**src/rtl/regfile_pkg.sv**
```systemverilog
// Shared defaults and word/address types for the multi-port register file.
package regfile_pkg;

  localparam int unsigned XLEN_DEFAULT = 32;
  localparam int unsigned NREGS_RV32E  = 16;

  typedef logic [$clog2(NREGS_RV32E)-1:0] reg_addr_t;
  typedef logic [XLEN_DEFAULT-1:0]        xword_t;

endpackage

```
**src/rtl/regfile_scoreboard.sv**
```systemverilog
// Busy-bit scoreboard: one pending-producer bit per architectural register.
// A claim sets a bit, a committed write clears it, and a claim beats a write
// to the same register in the same cycle. Bit 0 never becomes busy.
module regfile_scoreboard
  import regfile_pkg::*;
#(
  parameter int unsigned NREGS  = NREGS_RV32E,
  parameter int unsigned NWRITE = 1,
  parameter int unsigned AW     = $clog2(NREGS)
) (
  input  logic                 clk,
  input  logic                 rst,
  input  logic [NWRITE-1:0]    wr_en,
  input  logic [NWRITE*AW-1:0] wr_addr,
  input  logic                 claim_en,
  input  logic [AW-1:0]        claim_addr,
  output logic [NREGS-1:0]     busy_vec
);

  logic [NREGS-1:0] busy_q, busy_d;

  // Next busy state: clears from writes first, then the claim so it wins.
  always_comb begin
    busy_d = busy_q;
    for (int unsigned j = 0; j < NWRITE; j++) begin
      if (wr_en[j] && (wr_addr[j*AW +: AW] != '0)) begin
        busy_d[wr_addr[j*AW +: AW]] = 1'b0;
      end
    end
    if (claim_en && (claim_addr != '0)) begin
      busy_d[claim_addr] = 1'b1;
    end
    busy_d[0] = 1'b0;
    if (rst) begin
      busy_d = '0;
    end
  end

  // Busy bit register.
  always_ff @(posedge clk) begin
    busy_q <= busy_d;
  end

  assign busy_vec = busy_q;

endmodule

```
**src/rtl/regfile_mp.sv**
```systemverilog
// Multi-port integer register file with optional write-to-read bypass and a
// busy-bit scoreboard. Register 0 reads as zero and is never stored.
module regfile_mp
  import regfile_pkg::*;
#(
  parameter int unsigned XLEN   = XLEN_DEFAULT,
  parameter int unsigned NREGS  = NREGS_RV32E,
  parameter int unsigned NREAD  = 2,
  parameter int unsigned NWRITE = 1,
  parameter int unsigned BYPASS = 1,
  parameter int unsigned AW     = $clog2(NREGS)
) (
  input  logic                   clk,
  input  logic                   rst,
  input  logic [NREAD*AW-1:0]    rd_addr,
  output logic [NREAD*XLEN-1:0]  rd_data,
  output logic [NREAD-1:0]       rd_busy,
  input  logic [NWRITE-1:0]      wr_en,
  input  logic [NWRITE*AW-1:0]   wr_addr,
  input  logic [NWRITE*XLEN-1:0] wr_data,
  input  logic                   claim_en,
  input  logic [AW-1:0]          claim_addr,
  output logic [NREGS-1:0]       busy_vec
);

  logic [XLEN-1:0] mem_q [NREGS-1:1];
  logic [XLEN-1:0] mem_d [NREGS-1:1];

  regfile_scoreboard #(
    .NREGS  (NREGS),
    .NWRITE (NWRITE),
    .AW     (AW)
  ) u_scoreboard (
    .clk        (clk),
    .rst        (rst),
    .wr_en      (wr_en),
    .wr_addr    (wr_addr),
    .claim_en   (claim_en),
    .claim_addr (claim_addr),
    .busy_vec   (busy_vec)
  );

  // Next storage state: ports applied in ascending order so the highest wins.
  always_comb begin
    mem_d = mem_q;
    for (int unsigned j = 0; j < NWRITE; j++) begin
      if (wr_en[j] && (wr_addr[j*AW +: AW] != '0)) begin
        mem_d[wr_addr[j*AW +: AW]] = wr_data[j*XLEN +: XLEN];
      end
    end
    if (rst) begin
      for (int unsigned r = 1; r < NREGS; r++) begin
        mem_d[r] = '0;
      end
    end
  end

  // Register storage.
  always_ff @(posedge clk) begin
    mem_q <= mem_d;
  end

  // Combinational read ports with optional same-cycle bypass of data and busy.
  always_comb begin
    rd_data = '0;
    rd_busy = '0;
    for (int unsigned i = 0; i < NREAD; i++) begin
      if (rd_addr[i*AW +: AW] != '0) begin
        rd_data[i*XLEN +: XLEN] = mem_q[rd_addr[i*AW +: AW]];
        rd_busy[i]              = busy_vec[rd_addr[i*AW +: AW]];
        if (BYPASS != 0) begin
          for (int unsigned j = 0; j < NWRITE; j++) begin
            if (wr_en[j] && (wr_addr[j*AW +: AW] == rd_addr[i*AW +: AW])) begin
              rd_data[i*XLEN +: XLEN] = wr_data[j*XLEN +: XLEN];
              rd_busy[i]              = 1'b0;
            end
          end
        end
      end
    end
  end

endmodule

```
**config.mk**
```make
export PLATFORM = sky130hd
export DESIGN_NAME = regfile_mp
export DESIGN_NICKNAME = d
export VERILOG_FILES = /design/src/rtl/regfile_pkg.sv /design/src/rtl/regfile_scoreboard.sv /design/src/rtl/regfile_mp.sv
export SDC_FILE = /design/constraint.sdc
export NUM_CORES = 2
export LEC_CHECK = 0
export CAP_MARGIN = 20
export CELL_PAD_IN_SITES_DETAIL_PLACEMENT = 1
export CELL_PAD_IN_SITES_GLOBAL_PLACEMENT = 2
export CORE_MARGIN = 1
export CORE_UTILIZATION = 40
export DETAILED_ROUTE_END_ITERATION = 12
export GPL_TIMING_DRIVEN = 1
export MAX_ROUTING_LAYER = met4
export PLACE_DENSITY = 0.95
export SLEW_MARGIN = 40
export SYNTH_ARGS = -nofsm -noshare
export SYNTH_HDL_FRONTEND = slang
export SYNTH_HIERARCHICAL = 1
export SYNTH_SLANG_ARGS = --single-unit
```
**constraint.sdc**
```tcl
create_clock -name clk -period 6.55 [get_ports clk]
set_input_delay 1.31 -clock clk [delete_from_list [all_inputs] [get_ports clk]]
set_output_delay 1.31 -clock clk [all_outputs]
set_load 0.005 [all_outputs]
```
==> impl_metrics.yaml <==
pwr:
  internal_power_w: 0.00515
  power_frac_comb_pct: 10.1
  leakage_nw: 9.92
  swShare_pct: 26.2
  power.share.clock_pct: 45.7
  ir_drop_mv: 0.189
  pwr-share-seq_pct: 44.2
  p_sw_w: 0.00182
  power.density_nw_per_um2: 232
setup_path:
  cp.arrival_ns: 4.52
  cp_cell_sequence: "clkdlybuf4s50_1 > nand3b_2 > o22ai_1 > a221oi_1 > and3_1 > nor3_1 > clkdlybuf4s50_1"
  r2r_cells: 2
  critPathKind: "in -> out"
  slowest_stage: "nand3b_2"
  cp.required_ns: 5.24
  end_kind: "output pin"
  reg2reg_slack_ns: 5.72
  max_stage_delay_ns: 0.79
  critical_path.startpoint_type: "input pin"
  path_max_fanout: 19
  r2r_start: "u_scoreboard/busy_vec[12]$_SDFF_PP0_"
  cp_common_cell: "clkdlybuf4s50_1"
  crit-reg2reg-capture: "u_scoreboard/busy_vec[12]$_SDFF_PP0_"
floorplanning:
  die_x_um: 257
  fp-row-count: 93
  io_pins: 134
  coreArea_um2: 64300
  initial_core_util_pct: 40.4
  dieArea_um2: 66000
  die_y_um: 257
logic_synthesis:
  synth_top_cell_by_area: "dfxtp_1"
  ys_warn_count: 6
  synth_edf_count: 0
  avgSynthCellArea_um2: 8.17
  synth_xor_area_share_pct: 0.269
  synth_seq_area_share_pct: 38.1
  synth-adder-area-share_pct: 0
  synth-main-ff-cell: "dfxtp_1"
  synth_compound_area_share_pct: 14.7
  syn-instance-count: 3185
  netlist_area_um2: 26000
  synth-async-reset-ratio_pct: 0
  synth_top_cell_area_share_pct: 38.1
  yosys.area_share.simple_pct: 20.7
  yosys_register_bits: 495
  synth_area_leaders: "dfxtp_1 (38%), nand2_1 (15%), mux4_2 (12%)"
  synth_mux_area_share_pct: 20.8
  synth_top_family_by_area: "multiplexers"
  postSynthNetCount: 3237
  yosysUniqueCellTypes: 54
routing:
  first_pass_iters: 5
  wl_per_cell_um: 27.2
  vias: 25263
  ant_nets: 0
  drc: 0
  vias_per_cell: 6.25
  drtIter0Drc: 2314
  wirelength_um: 110000
global_route:
  grt_pass1_wl_um: 164000
  antenna_found_initial: 2
  grt_max_degree: 187
  gr-usage-all-layers_pct: 33.5
  grt_pass1_vias: 26206
  overflow: 0
timing:
  max_freq_ghz: 0.172
  holdWs_ns: 0.471
  period_share_pct: 89.0
  max_slew.worst_pin.slew_ns: 0.913
  fin_tns_setup_ns: 0
  finalHoldViolations: 0
  slew_headroom_pct: 38.9
  grt_setup_unrepaired: "no"
  fin_ws_ns: 0.721
  setup_viol: 0
  layout_min_cycle_time_ns: 5.83
  maxSlewViolCount: 0
  skew_ns: 0
clock_network:
  h-tree-depth: 2
  cts_buffers: 55
  clk_latency_ns: 0.62
  ctsHoldBuffers: 0
  cts_resized: 0
  cts_buffer_depth: 3
  cts_tree: "built"
  clkSlewWorstSetupHoldPaths_ns: 0.06
  cts.sinks: 495
  clockRootBuffer: "clkbuf_16"
  post-cts-setup-buffers: 0
placement:
  place_congestion: 0.928
  portBuffers: 132
  post-place-ws_ns: 0.853
  place_hpwl_um: 68500
worst_hold_path:
  hold_end: "mem_q[417]$_SDFFE_PP0P_"
  hp-start: "mem_q[417]$_SDFFE_PP0P_"
  hold_path.class: "reg -> reg"
  whs_path_depth: 2
job:
  cap_violations: 0
final_layout:
  final_cell_mix: "nand2_1 (1021), dfxtp_1 (495), a21oi_1 (482)"
  utilization_pct: 46.6
  syn2layout_area_growth_pct: 15.4
  drive_above_1_share_pct: 14.6
  final_common_cell: "nand2_1"
  fin_nets: 3196
status:
  outcome: "completed"
worst max-delay path by stage:
| stage | slack, ns | end | from |
|---|---|---|---|
| finish | 0.72 | rd_data[51] | rd_addr[7] |
| global route | 0.76 | rd_data[48] | rd_addr[7] |
| CTS | 0.84 | rd_data[51] | rd_addr[7] |
| detailed placement | 0.85 | rd_data[51] | rd_addr[7] |
| global placement | 0.77 | rd_data[48] | rd_addr[7] |
| floorplan | 2.52 | rd_data[32] | rd_addr[5] |
state kept, by name (all words and copies together), names as in the netlist:
signal and count:
mem_q 480, u_scoreboard/busy_vec 15
metrics by stage:
step	cells	total power (W)	instance area [um^2]
5_1_grt	4039	0.00712	30000
2_1_floorplan	3185	0.00354	26000
4_1_cts	4036	0.00696	30000
6_report	4040	0.00697	30000
3_3_place_gp	3932	0.00380	27900
3_5_place_dp	3941	0.00383	28200
layout make-up:
class | instances | area [um^2]
Fill cell | 7518 | 34300
Multi-Input combinational cell | 2356 | 14900
Sequential cell | 495 | 9910
Timing Repair Buffer | 231 | 2270
Clock buffer | 75 | 1570
Tap cell | 855 | 1070
Clock inverter | 20 | 231
Inverter | 5 | 18.8
Antenna cell | 3 | 7.51
power groups by stage:
stage | clock (W) | sequential, W | combinational, W
after detailed placement | 0 | 0.00315 | 0.000680
final | 0.00319 | 0.00308 | 0.000702
after CTS | 0.00319 | 0.00308 | 0.000683
after global routing | 0.00331 | 0.00309 | 0.000723
after floorplan | 0 | 0.00314 | 0.000401
after global placement | 0 | 0.00314 | 0.000655
worst max-delay path: cells and delay by family:
kind	cells	cell delay, ns
buf+inv	2	1.23
compound gates	2	0.49
simple gates	3	1.49
routing by layer:
metal	wire length, um	share of wire, %	global-route usage (%)	up-vias
met5	0	0	-	-
met4	4680	4.3	14.1	0
met3	8940	8.1	5.26	294
met2	51900	47	53.9	1150
met1	44300	40	41.6	12866
li1	-	-	-	10953
synth_stat cells (21+ instances only):
master	instances
nor2_1	125
mux4_2	134
a22oi_1	21
a211oi_1	45
mux2i_1	147
a21oi_1	482
clkbuf_1	238
buf_2	70
mux2_2	81
nor3_1	59
nand2_1	1027
and3_1	42
o22ai_1	50
dfxtp_1	495
logic make-up (layout without fill, tap and decap cells):
logic type                Yosys count  in the layout
xor gates and xnor gates            8              8
other                               1              4
AOI/OAI and AO/OA                 672            672
muxes                             362            362
buffers and inverters             334            331
and+or+nand+nor                  1313           1313
DFF                               495            495
Power figures use the tool's default switching activity.
